**src/rtl/hangman_pkg.sv**
```systemverilog
// Shared constants and state type for the Hangman host-side LCD formatter.
// Imported by the row-centering helper and the display generator top.
package hangman_pkg;

    localparam logic [7:0] ASCII_BLANK = 8'h5F;  // '_'
    localparam logic [7:0] ASCII_SPACE = 8'h20;  // ' '

    localparam logic [23:0] WIN_STR  = 24'h57_49_4E;     // "WIN"
    localparam logic [31:0] LOSE_STR = 32'h4C_4F_53_45;  // "LOSE"

    typedef enum logic [1:0] {
        PLAY = 2'd0,
        WIN  = 2'd1,
        LOSE = 2'd2
    } host_state_t;

endpackage

```
**src/rtl/lcd_center_row.sv**
```systemverilog
// Places an N-character field centred in an LCD_CHARS-wide row, padding with spaces.
// Leftmost character lives in the MSBs of both the field and the row.
module lcd_center_row
    import hangman_pkg::*;
#(
    parameter int N         = 5,
    parameter int LCD_CHARS = 16
) (
    input  logic [8*N-1:0]         field,
    output logic [8*LCD_CHARS-1:0] row
);

    localparam int PAD = (LCD_CHARS - N) / 2;

    generate
        for (genvar gi = 0; gi < LCD_CHARS; gi++) begin : g_char
            if (gi >= PAD && gi < PAD + N) begin : g_field
                assign row[8*(LCD_CHARS-gi)-1 -: 8] = field[8*(N-(gi-PAD))-1 -: 8];
            end else begin : g_pad
                assign row[8*(LCD_CHARS-gi)-1 -: 8] = ASCII_SPACE;
            end
        end
    endgenerate

endmodule

```
**src/rtl/hangman_display_gen.sv**
```systemverilog
// Hangman host display: tracks revealed word, miss list, counters and PLAY/WIN/LOSE,
// and renders two registered ASCII LCD rows from the next-cycle state.
module hangman_display_gen
    import hangman_pkg::*;
#(
    parameter int WORD_LEN   = 5,
    parameter int MAX_MISSES = 6,
    parameter int LCD_CHARS  = 16
) (
    input  logic                               clk,
    input  logic                               nRst,
    input  logic                               guess_valid,
    input  logic [7:0]                         letter,
    input  logic [WORD_LEN-1:0]                index_correct,
    input  logic [8*WORD_LEN-1:0]              word,
    input  logic                               game_end,
    output logic [8*LCD_CHARS-1:0]             top,
    output logic [8*LCD_CHARS-1:0]             bottom,
    output logic [$clog2(WORD_LEN+1)-1:0]      correct_cnt,
    output logic [$clog2(MAX_MISSES+1)-1:0]    miss_cnt,
    output logic                               win,
    output logic                               lose,
    output logic                               dup_guess
);

    localparam int CW = $clog2(WORD_LEN + 1);
    localparam int MW = $clog2(MAX_MISSES + 1);

    function automatic logic [8*LCD_CHARS-1:0] blank_row(input int n);
        logic [8*LCD_CHARS-1:0] r;
        int pad;
        pad = (LCD_CHARS - n) / 2;
        for (int j = 0; j < LCD_CHARS; j++) begin
            r[8*(LCD_CHARS-j)-1 -: 8] = (j >= pad && j < pad + n) ? ASCII_BLANK : ASCII_SPACE;
        end
        return r;
    endfunction

    // Reset renders the cleared PLAY screen rather than zeros.
    localparam logic [8*LCD_CHARS-1:0] RST_TOP    = blank_row(WORD_LEN);
    localparam logic [8*LCD_CHARS-1:0] RST_BOTTOM = blank_row(MAX_MISSES);

    host_state_t                 state_q, state_d;
    logic [8*WORD_LEN-1:0]       revealed_q, revealed_d;
    logic [8*MAX_MISSES-1:0]     misses_q, misses_d;
    logic [CW-1:0]               correct_q, correct_d;
    logic [MW-1:0]               miss_cnt_q, miss_cnt_d;
    logic                        win_q, win_d;
    logic                        lose_q, lose_d;
    logic                        dup_q, dup_d;
    logic [8*LCD_CHARS-1:0]      top_q, top_d;
    logic [8*LCD_CHARS-1:0]      bottom_q, bottom_d;

    logic [WORD_LEN-1:0]         unrevealed;
    logic [WORD_LEN-1:0]         new_hits;
    logic                        is_miss;
    logic                        miss_seen;
    logic                        is_dup;
    logic                        take_guess;

    always_comb begin
        unrevealed = '0;
        for (int i = 0; i < WORD_LEN; i++) begin
            unrevealed[i] = (revealed_q[8*i +: 8] == ASCII_BLANK);
        end
        new_hits = index_correct & unrevealed;
        is_miss  = (index_correct == '0);

        // Only the filled (leftmost miss_cnt) slots count as previous misses.
        miss_seen = 1'b0;
        for (int s = 0; s < MAX_MISSES; s++) begin
            if ((MW'(s) < miss_cnt_q) && (misses_q[8*(MAX_MISSES-s)-1 -: 8] == letter)) begin
                miss_seen = 1'b1;
            end
        end

        is_dup     = is_miss ? miss_seen : (new_hits == '0);
        take_guess = (state_q == PLAY) && guess_valid && !game_end;
    end

    always_comb begin
        state_d    = state_q;
        revealed_d = revealed_q;
        misses_d   = misses_q;
        correct_d  = correct_q;
        miss_cnt_d = miss_cnt_q;
        dup_d      = 1'b0;

        if (game_end) begin
            state_d    = PLAY;
            revealed_d = {WORD_LEN{ASCII_BLANK}};
            misses_d   = {MAX_MISSES{ASCII_BLANK}};
            correct_d  = '0;
            miss_cnt_d = '0;
        end else if (take_guess) begin
            if (is_dup) begin
                dup_d = 1'b1;
            end else if (is_miss) begin
                misses_d = misses_q >> 8;
                misses_d[8*MAX_MISSES-1 -: 8] = letter;
                miss_cnt_d = miss_cnt_q + 1'b1;
                if (miss_cnt_d == MW'(MAX_MISSES)) begin
                    state_d = LOSE;
                end
            end else begin
                for (int i = 0; i < WORD_LEN; i++) begin
                    if (new_hits[i]) begin
                        revealed_d[8*i +: 8] = letter;
                    end
                end
                correct_d = '0;
                for (int i = 0; i < WORD_LEN; i++) begin
                    if (revealed_d[8*i +: 8] != ASCII_BLANK) begin
                        correct_d = correct_d + 1'b1;
                    end
                end
                if (correct_d == CW'(WORD_LEN)) begin
                    state_d = WIN;
                end
            end
        end

        win_d  = (state_d == WIN);
        lose_d = (state_d == LOSE);
    end

    // "WIN" is one char shorter than "LOSE"; padding it to 4 chars on the side
    // matching the row parity gives the same left offset as centring 3 chars.
    logic [31:0]             msg_field;
    logic [8*LCD_CHARS-1:0]  row_revealed;
    logic [8*LCD_CHARS-1:0]  row_misses;
    logic [8*LCD_CHARS-1:0]  row_msg;
    logic [8*LCD_CHARS-1:0]  row_word;

    always_comb begin
        if (state_d == LOSE) begin
            msg_field = LOSE_STR;
        end else if (LCD_CHARS % 2 == 0) begin
            msg_field = {WIN_STR, ASCII_SPACE};
        end else begin
            msg_field = {ASCII_SPACE, WIN_STR};
        end
    end

    lcd_center_row #(.N(WORD_LEN), .LCD_CHARS(LCD_CHARS)) u_row_revealed (
        .field (revealed_d),
        .row   (row_revealed)
    );

    lcd_center_row #(.N(MAX_MISSES), .LCD_CHARS(LCD_CHARS)) u_row_misses (
        .field (misses_d),
        .row   (row_misses)
    );

    lcd_center_row #(.N(4), .LCD_CHARS(LCD_CHARS)) u_row_msg (
        .field (msg_field),
        .row   (row_msg)
    );

    lcd_center_row #(.N(WORD_LEN), .LCD_CHARS(LCD_CHARS)) u_row_word (
        .field (word),
        .row   (row_word)
    );

    always_comb begin
        top_d    = row_revealed;
        bottom_d = row_misses;
        if (state_d != PLAY) begin
            top_d    = row_msg;
            bottom_d = row_word;
        end
    end

    always_ff @(posedge clk or negedge nRst) begin
        if (!nRst) begin
            state_q    <= PLAY;
            revealed_q <= {WORD_LEN{ASCII_BLANK}};
            misses_q   <= {MAX_MISSES{ASCII_BLANK}};
            correct_q  <= '0;
            miss_cnt_q <= '0;
            win_q      <= 1'b0;
            lose_q     <= 1'b0;
            dup_q      <= 1'b0;
            top_q      <= RST_TOP;
            bottom_q   <= RST_BOTTOM;
        end else begin
            state_q    <= state_d;
            revealed_q <= revealed_d;
            misses_q   <= misses_d;
            correct_q  <= correct_d;
            miss_cnt_q <= miss_cnt_d;
            win_q      <= win_d;
            lose_q     <= lose_d;
            dup_q      <= dup_d;
            top_q      <= top_d;
            bottom_q   <= bottom_d;
        end
    end

    assign top         = top_q;
    assign bottom      = bottom_q;
    assign correct_cnt = correct_q;
    assign miss_cnt    = miss_cnt_q;
    assign win         = win_q;
    assign lose        = lose_q;
    assign dup_guess   = dup_q;

endmodule

```
**config.mk**
```make
export PLATFORM = sky130hd
export DESIGN_NAME = hangman_display_gen
export DESIGN_NICKNAME = d
export VERILOG_FILES = /design/src/rtl/hangman_pkg.sv /design/src/rtl/lcd_center_row.sv /design/src/rtl/hangman_display_gen.sv
export SDC_FILE = /design/constraint.sdc
export NUM_CORES = 1
export LEC_CHECK = 0
export BUFFER_PORTS_ARGS = -buffer_cell sky130_fd_sc_hd__buf_2
export CORE_MARGIN = 4
export CORE_UTILIZATION = 25
export DETAILED_ROUTE_END_ITERATION = 7
export GPL_ROUTABILITY_DRIVEN = 0
export PLACE_DENSITY_LB_ADDON = 0.2
export RECOVER_POWER = 100
export SLEW_MARGIN = 0
export SYNTH_ARGS = -nofsm -noshare
export SYNTH_HDL_FRONTEND = slang
export SYNTH_SLANG_ARGS = --single-unit
export TNS_END_PERCENT = 20
```
**constraint.sdc**
```tcl
create_clock -name clk -period 5.2 [get_ports clk]
set_input_delay 1.56 -clock clk [delete_from_list [all_inputs] [get_ports clk]]
set_output_delay 1.56 -clock clk [all_outputs]
set_load 0.01 [all_outputs]
```
==> impl_metrics.yaml, run 1 <==
global_routing:
  use_met1_pct: 17.1
  antenna_found_initial: 1
  top_usage_layer: "met2"
  grt_max_degree: 87
  grtUsageMet3_pct: 3.08
  use_met2_pct: 21.2
  grt_pass1_vias: 6342
  grt_pass1_wl_um: 40100
  track_usage_pct: 12.8
  overflow: 0
power_and_ir_drop:
  ir_drop_uv: 276
  p_leak_nw: 4.91
  p_total_mw: 4.17
  p_per_area_nw_per_um2: 373
sta:
  min_period_ps: 5100
  finClkSkew_ps: 13.7
  fin_crit_sh_pct: 98.0
  finalSetupViolCount: 0
  finalSetupTns_ps: 0
  fin_ws_ps: 103
  hold_viol: 0
  whs_ps: 491
  max_freq_mhz: 196
  tightestPinTransition_ps: 2230
  slew-limit-headroom_pct: -48.5
  final_max_slew_viol_count: 192
place:
  preCtsSetupSlack_ps: -386
  postPlaceCellArea_um2: 10600
  dp_hpwl_um: 19900
  dp_cells: 1501
  io_buffers: 153
flow_run:
  max_cap_viol_count: 3
clock_network:
  h-tree-depth: 4
  cts-root-buf: "clkbuf_16"
  cts_sinks: 187
  cts_tree: "built"
  clk-insertion-delay-late_ps: 440
  clk_pin_slew_ps: 70
  cts_buffer_depth: 2
  cts-buffers-inserted: 17
  cts_hold_buf: 0
critical_path:
  crit_path_end_kind: "register"
  crit_required_ps: 5530
  crit_chain: "buf_6 -> or3b_4 -> or3_4 -> a211o_1 -> ha_4 -> and2_4 -> a221oi_4 -> buf_4 -> xor2_2 -> ha_2 -> a21boi_4 -> xor3_2 -> nand3_2 -> o21ai_4 -> buf_6 -> clkbuf_16 -> mux2_4"
  critPathMaxFanout: 6
  crit_path_start_kind: "input port"
  path_class: "in2reg"
  cpMostUsedCell: "buf_6"
  slowest_delay_ps: 410
  worst_ep_arrival_time_ps: 5420
  cpMaxStageDelayCell: "or3b_4"
outcome:
  violations: "max-capacitance violations, max-slew violations"
  outcome: "finished with violations"
logic_synthesis:
  synth-seq-cells: 187
  ys.flop_type: "dfstp_2"
  ys_seq_area_share_pct: 50.2
  synth_edf_count: 0
  syn_inst: 848
  syn_area_per_cell_um2: 11.4
  yosysWarnings: 0
  syn_area_um2: 9650
  async_flop_share_pct: 100
  netlist-cell-type-count: 64
die:
  die-area_um2: 41800
  row_count: 71
  ios: 322
  design.core.area_um2: 37800
  die_w_um: 204
  die_h_um: 204
  floorplan.initialDensity_pct: 25.5
drt:
  drc: 0
  wl_per_cell_um: 18.3
  ant_nets: 0
  dr.first_iter.drc_count: 294
  wirelength_um: 28300
  vias: 6226
  drtPass1Iterations: 5
  vias_per_cell: 4.02
layout:
  final_cells: 1548
  drive_gt1_share_pct: 30.9
  fin_area_um2: 11200
  fin_nets: 1089
  finish.utilization_pct: 29.6
  n_antenna_cell: 0
  syn_to_final_growth_pct: 16.1
min_path:
  hp-class: "reg2reg"
[cells in the final DEF, fill, tap and decap left out, types with 3 or more instances in the layout]
cell type	instances
dfrtp_1	55
o22ai_1	6
a21oi_1	21
buf_4	30
dfstp_1	4
inv_1	12
nor4bb_1	3
mux2_4	40
conb_1	168
buf_12	4
nor3_1	15
and2_0	4
a31oi_1	8
mux2i_1	28
buf_2	55
ha_1	6
clkinvlp_4	3
nor4_1	8
nor3_2	3
nand2_1	54
xnor2_1	8
o21ai_0	28
o22a_1	20
and3_1	7
clkinv_2	3
o31ai_1	3
a21o_1	9
and4_1	3
nor3b_1	6
clkbuf_1	103
or2_1	9
buf_6	4
inv_6	3
xor2_1	44
nor2b_1	7
nor2_1	32
nand3_1	11
nand4_1	10
clkbuf_16	22
dfstp_2	128
[path summary, 6_finish.rpt]
kind	start	endpoint	slack, ps	cells after the start
worst max-delay path	letter[5]	bottom[87]$_DFF_PN0_	100	17
worst min-delay path	revealed_q[38]$_DFF_PN1_	revealed_q[38]$_DFF_PN1_	490	2
worst max register to register	revealed_q[4]$_DFF_PN1_	bottom[87]$_DFF_PN0_	990	17
worst min register to register	revealed_q[38]$_DFF_PN1_	revealed_q[38]$_DFF_PN1_	490	2
max in group asynchronous	nRst	bottom[55]$_DFF_PN0_	730	2
min in group asynchronous	nRst	dup_guess$_DFF_PN0_	1760	1
[synthesized netlist by cell type, types with 15 or more instances]
library cell	number	area (µm²)
clkbuf_1	22	82.6
nor3_1	15	75.1
o21ai_0	29	145
nand2_1	55	206
buf_4	168	1260
nor2_1	32	120
xor2_1	44	385
dfstp_2	132	3470
mux2_4	40	601
dfrtp_1	55	1380
o22a_1	20	175
mux2i_1	28	280
a21oi_1	21	105
[area by class of cell]
cell class              count  area (µm²)
inverters                  14        55.1
multi-input cells         603        3970
flip-flops and latches    187        4840
clock inverters            12         114
repair buffers            201        1140
fillers                  3999       26600
clock buffers              20         437
well taps                 511         639
[critical path, delay by kind of cell]
| kind | cells | cell delay (ps) |
|---|---|---|
| compound gates | 4 | 1050 |
| simple gates | 4 | 1020 |
| buf+inv | 4 | 610 |
| xor+xnor | 2 | 440 |
| fa+ha+maj | 2 | 430 |
| mux | 1 | 290 |
[report_power, final]
part / switching, mW / internal, mW
registers: 0.0675 / 1.67
clock network: 0.595 / 0.667
logic: 0.668 / 0.503
[sequential cells by signal (all words and copies together) (netlist names)]
signal / count
correct_cnt: 3
misses_q: 48
miss_cnt: 3
win: 1
state_q: 2
top: 40
revealed_q: 40
lose: 1
dup_guess: 1
bottom: 48
[cells by family (layout without fill, tap and decap cells)]
family	count (synthesis)	in the layout	share of synthesized area, %
flip-flops	187	187	50.2
AO/OA/AOI/OAI	116	116	8.29
other	2	168	0.0778
AND/OR/NAND/NOR	189	189	10.3
XOR/XNOR	54	54	5.13
adder cells (fa/ha/maj)	8	8	1.04
buffers and inverters	224	247	15.8
multiplexers	68	68	9.13
[what timing repair did]
item                                    CTS  global route
gates resized for setup                   0            16
endpoints found under the hold margin     0             0
endpoints found under the setup margin    0            49
setup buffers                             0             9
[metal layers]
metal / share of wire, % / vias up
li1: - / 2886
met1: 43 / 3124
met2: 50 / 197
met3: 5.1 / 17
met4: 0.92 / 2
met5: 0.053 / -
Power figures use the tool's default switching activity.
==> inputs of run 2 (changes only) <==
PLACE_DENSITY = 0.53   (was default)
PLACE_DENSITY_LB_ADDON = default   (was 0.2)
==> impl_metrics.yaml, run 2 (same netlist as run 1, synthesis figures left out) <==
outcome:
  outcome: "finished with violations"
  violations: "max-capacitance violations, max-slew violations"
clock_network:
  h-tree-depth: 4
  cts_hold_buf: 0
  clk-insertion-delay-late_ps: 440
  clk_pin_slew_ps: 80
  cts-buffers-inserted: 17
  cts_buffer_depth: 2
  cts-root-buf: "clkbuf_16"
  cts_sinks: 187
  cts_tree: "built"
drt:
  drtPass1Iterations: 5
  ant_nets: 0
  vias_per_cell: 4.05
  wirelength_um: 26800
  drc: 0
  dr.first_iter.drc_count: 268
  wl_per_cell_um: 17.5
  vias: 6221
die:
  die_h_um: 204
  die_w_um: 204
  ios: 322
  design.core.area_um2: 37800
  row_count: 71
  die-area_um2: 41800
  floorplan.initialDensity_pct: 25.5
flow_run:
  max_cap_viol_count: 1
layout:
  nFillCells: 4004
  final_common_cell: "conb_1"
  drive_gt1_share_pct: 30.3
  fin_nets: 1078
  syn_to_final_growth_pct: 15.4
  most-common-layout-cells: "conb_1 (168), dfstp_2 (127), clkbuf_1 (98)"
  n_antenna_cell: 0
sta:
  hold_viol: 0
  slew-limit-headroom_pct: -56.7
  tightestPinTransition_ps: 2350
  min_period_ps: 5110
  fin_crit_sh_pct: 98.3
  rsz0062_at_grt: "true"
  whs_ps: 504
  finClkSkew_ps: 12.2
  finalSetupViolCount: 0
  max_freq_mhz: 196
  final_max_slew_viol_count: 94
global_routing:
  grt_max_degree: 95
  grt_pass1_wl_um: 39300
  overflow: 0
  antenna_found_initial: 0
  grt_pass1_vias: 6307
  track_usage_pct: 12.4
power_and_ir_drop:
  p_per_area_nw_per_um2: 379
  ir_drop_uv: 182
  p_total_mw: 4.23
  p_leak_nw: 4.89
critical_path:
  crit_path_end_kind: "register"
  path_class: "in2reg"
  crit_path_start_kind: "input port"
  reg2reg_depth: 17
  crit_required_ps: 5530
  worst_ep_arrival_time_ps: 5440
  critPathMaxFanout: 12
place:
  io_buffers: 153
  dp_hpwl_um: 19600
min_path:
  hp-class: "reg2reg"
  hold-path-cell-count: 2
[run 2: cell count changes in the layout (fill, tap and decap cells not counted), sizes merged]
cell,delta
buf,-2
clkbuf,-9
clkinvlp,-3
inv,+2
bufinv,+1
[run 2: critical path, cell delays in order]
cell and delay (ps):
buf_2 110, or3b_4 420, or3_4 360, nand2_1 70, and3_1 170, inv_1 90
ha_4 250, and2_1 160, a221oi_4 350, xnor2_1 170, a21oi_1 100, ha_1 200
a21boi_2 160, xor3_1 340, nand3_2 110, o21ai_4 190, buf_12 150, buf_6 180
mux2_4 310
[run 2: metrics by stage]
stage          cell area [µm²]  setup TNS (ps)  utilization, %  std cells  setup slack (ps)
6_report                 11100               0            29.4       1537              89.6
5_1_grt                  11100            -536            29.4       1537             -51.2
4_1_cts                  11200               0            29.5       1532              50.2
3_5_place_dp             10500          -22240            27.9       1500              -416
3_3_place_gp             10500          -14530            27.9       1500              -324
2_1_floorplan            10300               0               -       1014              5.15
[run 2: per-layer routing]
metal  share of wire, %  routed length (µm)  track usage [%]  vias up
li1                   -                   -                -     2881
met3                5.3                1420             2.76       15
met2                 49               13300             20.6      198
met5                  0                   0                0        -
met1                 44               11900             16.6     3127
met4               0.93                 250             2.82        0
[run 2: where the power goes]
part	internal (mW)	total (mW)	switching [mW]
sequential	1.67	1.74	0.0707
clock	0.766	1.37	0.608
combinational	0.464	1.11	0.644
total	2.90	4.23	1.32
[run 2: what timing repair did]
| item | 4_1_cts | 5_1_grt |
|---|---|---|
| setup endpoints to repair | 0 | 43 |
| setup buffers | 0 | 5 |
| gates resized for setup | 0 | 8 |
[run 2: worst paths after layout]
kind | to | slack [ps] | from
setup / recovery | bottom[85]$_DFF_PN0_ | 90 | letter[5]
hold / removal | revealed_q[26]$_DFF_PN1_ | 500 | revealed_q[26]$_DFF_PN1_
setup reg to reg | bottom[85]$_DFF_PN0_ | 960 | revealed_q[4]$_DFF_PN1_
hold reg to reg | revealed_q[26]$_DFF_PN1_ | 500 | revealed_q[26]$_DFF_PN1_
max in group asynchronous | bottom[53]$_DFF_PN0_ | 1080 | nRst
min in group asynchronous | revealed_q[15]$_DFF_PN0_ | 1850 | nRst
[run 2: final cells by class]
class                      instances  area (µm²)  share of cell area (%)
inverter                          14        52.6                   0.472
tap                              511         639                    5.74
clock buffer                      20         468                    4.20
timing repair buffer             190        1010                    9.11
sequential                       187        4840                    43.5
multi-input combinational        603        3970                    35.6
clock inverter                    12         149                    1.34
==> inputs of run 3 (changes only) <==
ABC_AREA = 1   (was default)
==> impl_metrics.yaml, run 3 <==
power_and_ir_drop:
  p_total_mw: 5.24
  p_leak_nw: 6.02
  p_per_area_nw_per_um2: 442
  ir_drop_uv: 216
critical_path:
  slowest_delay_ps: 520
  crit_chain: "buf_2 -> nand2_1 -> nor2_1 -> nand3_1 -> nand2_1 -> nor2_1 -> a21oi_1 -> nand2_1 -> o21bai_1 -> nand3_2 -> inv_1 -> nand3b_1 -> nand2_1 -> nand2_1 -> buf_4 -> nand3_1 -> nand2_1"
  cp_top_family: "simple AND/OR/NAND/NOR gates"
  path_class: "in2reg"
  cpMaxStageDelayCell: "inv_1"
  reg2reg_depth: 16
  path_buf_inv: 3
  cpMostUsedCell: "nand2_1"
  reg2reg_setup_slack_ps: 1020
  critPathMaxFanout: 33
  crit_required_ps: 5530
  crit_path_start_kind: "input port"
  crit_path_end_kind: "register"
  r2r_start: "revealed_q[17]$_DFF_PN1_"
  r2r_end: "bottom[71]$_DFF_PN0_"
  worst_ep_arrival_time_ps: 5170
global_routing:
  antenna_found_initial: 1
  grt_pass1_wl_um: 52300
  overflow: 0
  grt_max_degree: 70
  track_usage_pct: 14.5
  grt_pass1_vias: 8649
clock_network:
  clk_pin_slew_ps: 70
  cts_tree: "built"
  clk-insertion-delay-late_ps: 450
  h-tree-depth: 4
  cts-root-buf: "clkbuf_16"
  cts_buffer_depth: 2
  cts-buffers-inserted: 17
  cts_sinks: 187
sta:
  finClkSkew_ps: 14.2
  rsz0062_at_grt: "false"
  finalSetupViolCount: 0
  max_freq_mhz: 206
  slew-limit-headroom_pct: -119
  tightestPinTransition_ps: 3290
  min_period_ps: 4840
  whs_ps: 505
  final_max_slew_viol_count: 64
  fin_crit_sh_pct: 93.2
  hold_viol: 0
drt:
  drc: 0
  dr.first_iter.drc_count: 570
  ant_nets: 0
  wirelength_um: 34600
  wl_per_cell_um: 17.0
  vias_per_cell: 4.34
  vias: 8793
  drtPass1Iterations: 5
die:
  ios: 322
  floorplan.initialDensity_pct: 25.5
  die_w_um: 215
  die_h_um: 215
  design.core.area_um2: 42100
  die-area_um2: 46300
  row_count: 75
layout:
  syn_to_final_growth_pct: 10.5
  nFillCells: 4639
  n_antenna_cell: 0
  finish.utilization_pct: 28.1
  regArea_um2: 4840
  multi_input_area_um2: 4380
  final_common_cell: "nand2_1"
  most-common-layout-cells: "nand2_1 (315), conb_1 (168), dfstp_2 (120)"
  fin_area_um2: 11900
  drive_gt1_share_pct: 18.0
  fin_nets: 1540
logic_synthesis:
  synth-seq-cells: 187
  yosysMostFrequentCell: "nand2_1"
  syn_inst: 1329
  ys_top_cells_by_count: "nand2_1 (317), buf_4 (173), dfstp_2 (132), inv_1 (118), nor2_1 (94)"
  synth_edf_count: 0
  synth_top_cell_by_area: "dfstp_2"
  syn_area_per_cell_um2: 8.07
  yosysTopAreaCellShare_pct: 32.3
  ys_seq_area_share_pct: 45.2
  yosys-top-cells-area: "dfstp_2 (32%), dfrtp_1 (13%), buf_4 (12%), nand2_1 (11%), inv_1 (4.1%)"
  yosysWarnings: 0
  syn_area_um2: 10700
  ys.flop_type: "dfstp_2"
  netlist-cell-type-count: 43
  async_flop_share_pct: 100
min_path:
  hold-path-cell-count: 2
  holdPathEnd: "revealed_q[24]$_DFF_PN1_"
  hp-start: "revealed_q[24]$_DFF_PN1_"
  hp-class: "reg2reg"
flow_run:
  max_cap_viol_count: 1
place:
  postPlaceCellArea_um2: 11500
  io_buffers: 153
  dp_hpwl_um: 25700
outcome:
  outcome: "finished with violations"
  violations: "max-capacitance violations, max-slew violations"
-- run 3: cell types whose count changed in the layout (fill, tap and decap cells not counted), moves of 49 or more --
cell     previous run  this run
inv_1              13       118
a21oi_1            20        69
o21ai_0            28        86
nand2_1            55       315
nand3_1            11        70
nor2_1             32       113
-- run 3: logic make-up after synthesis --
group | share of synthesized area, %
AOI/OAI and AO/OA | 10.3
DFF | 45.2
adders and majority gates | 0.933
and+or+nand+nor | 22.2
xor gates and xnor gates | 2.12
other | 0.0700
buffers and inverters | 19.1
-- run 3: per-layer routing --
metal | up-vias | GRT usage, % | share of wire, %
li1 | 4171 | - | -
met1 | 4269 | 19.3 | 43
met2 | 312 | 24.3 | 50
met3 | 39 | 2.73 | 5.8
met4 | 2 | 3.33 | 1.4
met5 | - | 0 | 0.058
-- run 3: layout make-up --
class / count / share of cell area [%]
clock buffers: 21 / 3.80
clock inverters: 11 / 0.739
inverters: 126 / 3.99
multi-input cells: 955 / 36.9
flip-flops and latches: 187 / 40.9
well taps: 539 / 5.69
repair buffers: 188 / 7.98
-- run 3: timing repair --
action	4_1_cts	5_1_grt
endpoints found under the setup margin	0	3
hold buffers	0	0
buffers inserted	0	0
endpoints found under the hold margin	0	0
resized for setup	0	2
-- run 3: through the flow --
| step | cells | setup WS (ps) | setup TNS, ps |
|---|---|---|---|
| after global routing | 2027 | 18.4 | 0 |
| final | 2027 | 356 | 0 |
| after global placement | 1995 | 111 | 0 |
| after detailed placement | 1995 | -73.3 | -377 |
| after floorplan | 1495 | 480 | 0 |
| after CTS | 2027 | 397 | 0 |
-- run 3: worst reg2reg max path: stages (launching register included) --
cell,delay (ps)
dfstp_2,580
nand2_1,70
nor2_1,460
nand3_1,470
nand2_1,210
nor2_1,80
a21oi_1,160
nand2_1,80
o21bai_1,350
nand3_2,130
inv_1,520
nand3b_1,180
nand2_1,100
nand2_1,120
buf_4,300
nand3_1,200
nand2_1,70
-- run 3: worst max path at each step --
stage / from / end / slack, ps / depth (start not counted)
CTS: index_correct[1] / bottom[63]$_DFF_PN0_ / 400 / 24
global placement: index_correct[0] / bottom[79]$_DFF_PN0_ / 110 / 24
finish: index_correct[2] / bottom[71]$_DFF_PN0_ / 360 / 17
floorplan: letter[5] / bottom[69]$_DFF_PN0_ / 480 / 24
global route: nRst / bottom[69]$_DFF_PN0_ / 20 / 2
detailed placement: index_correct[1] / bottom[63]$_DFF_PN0_ / -70 / 24
-- run 3: where the power goes --
group          switching (mW)  internal [mW]  total [mW]
Combinational            1.29          0.592        1.88
Clock                   0.614          0.633        1.25
Sequential              0.170           1.94        2.11
Total                    2.07           3.16        5.24
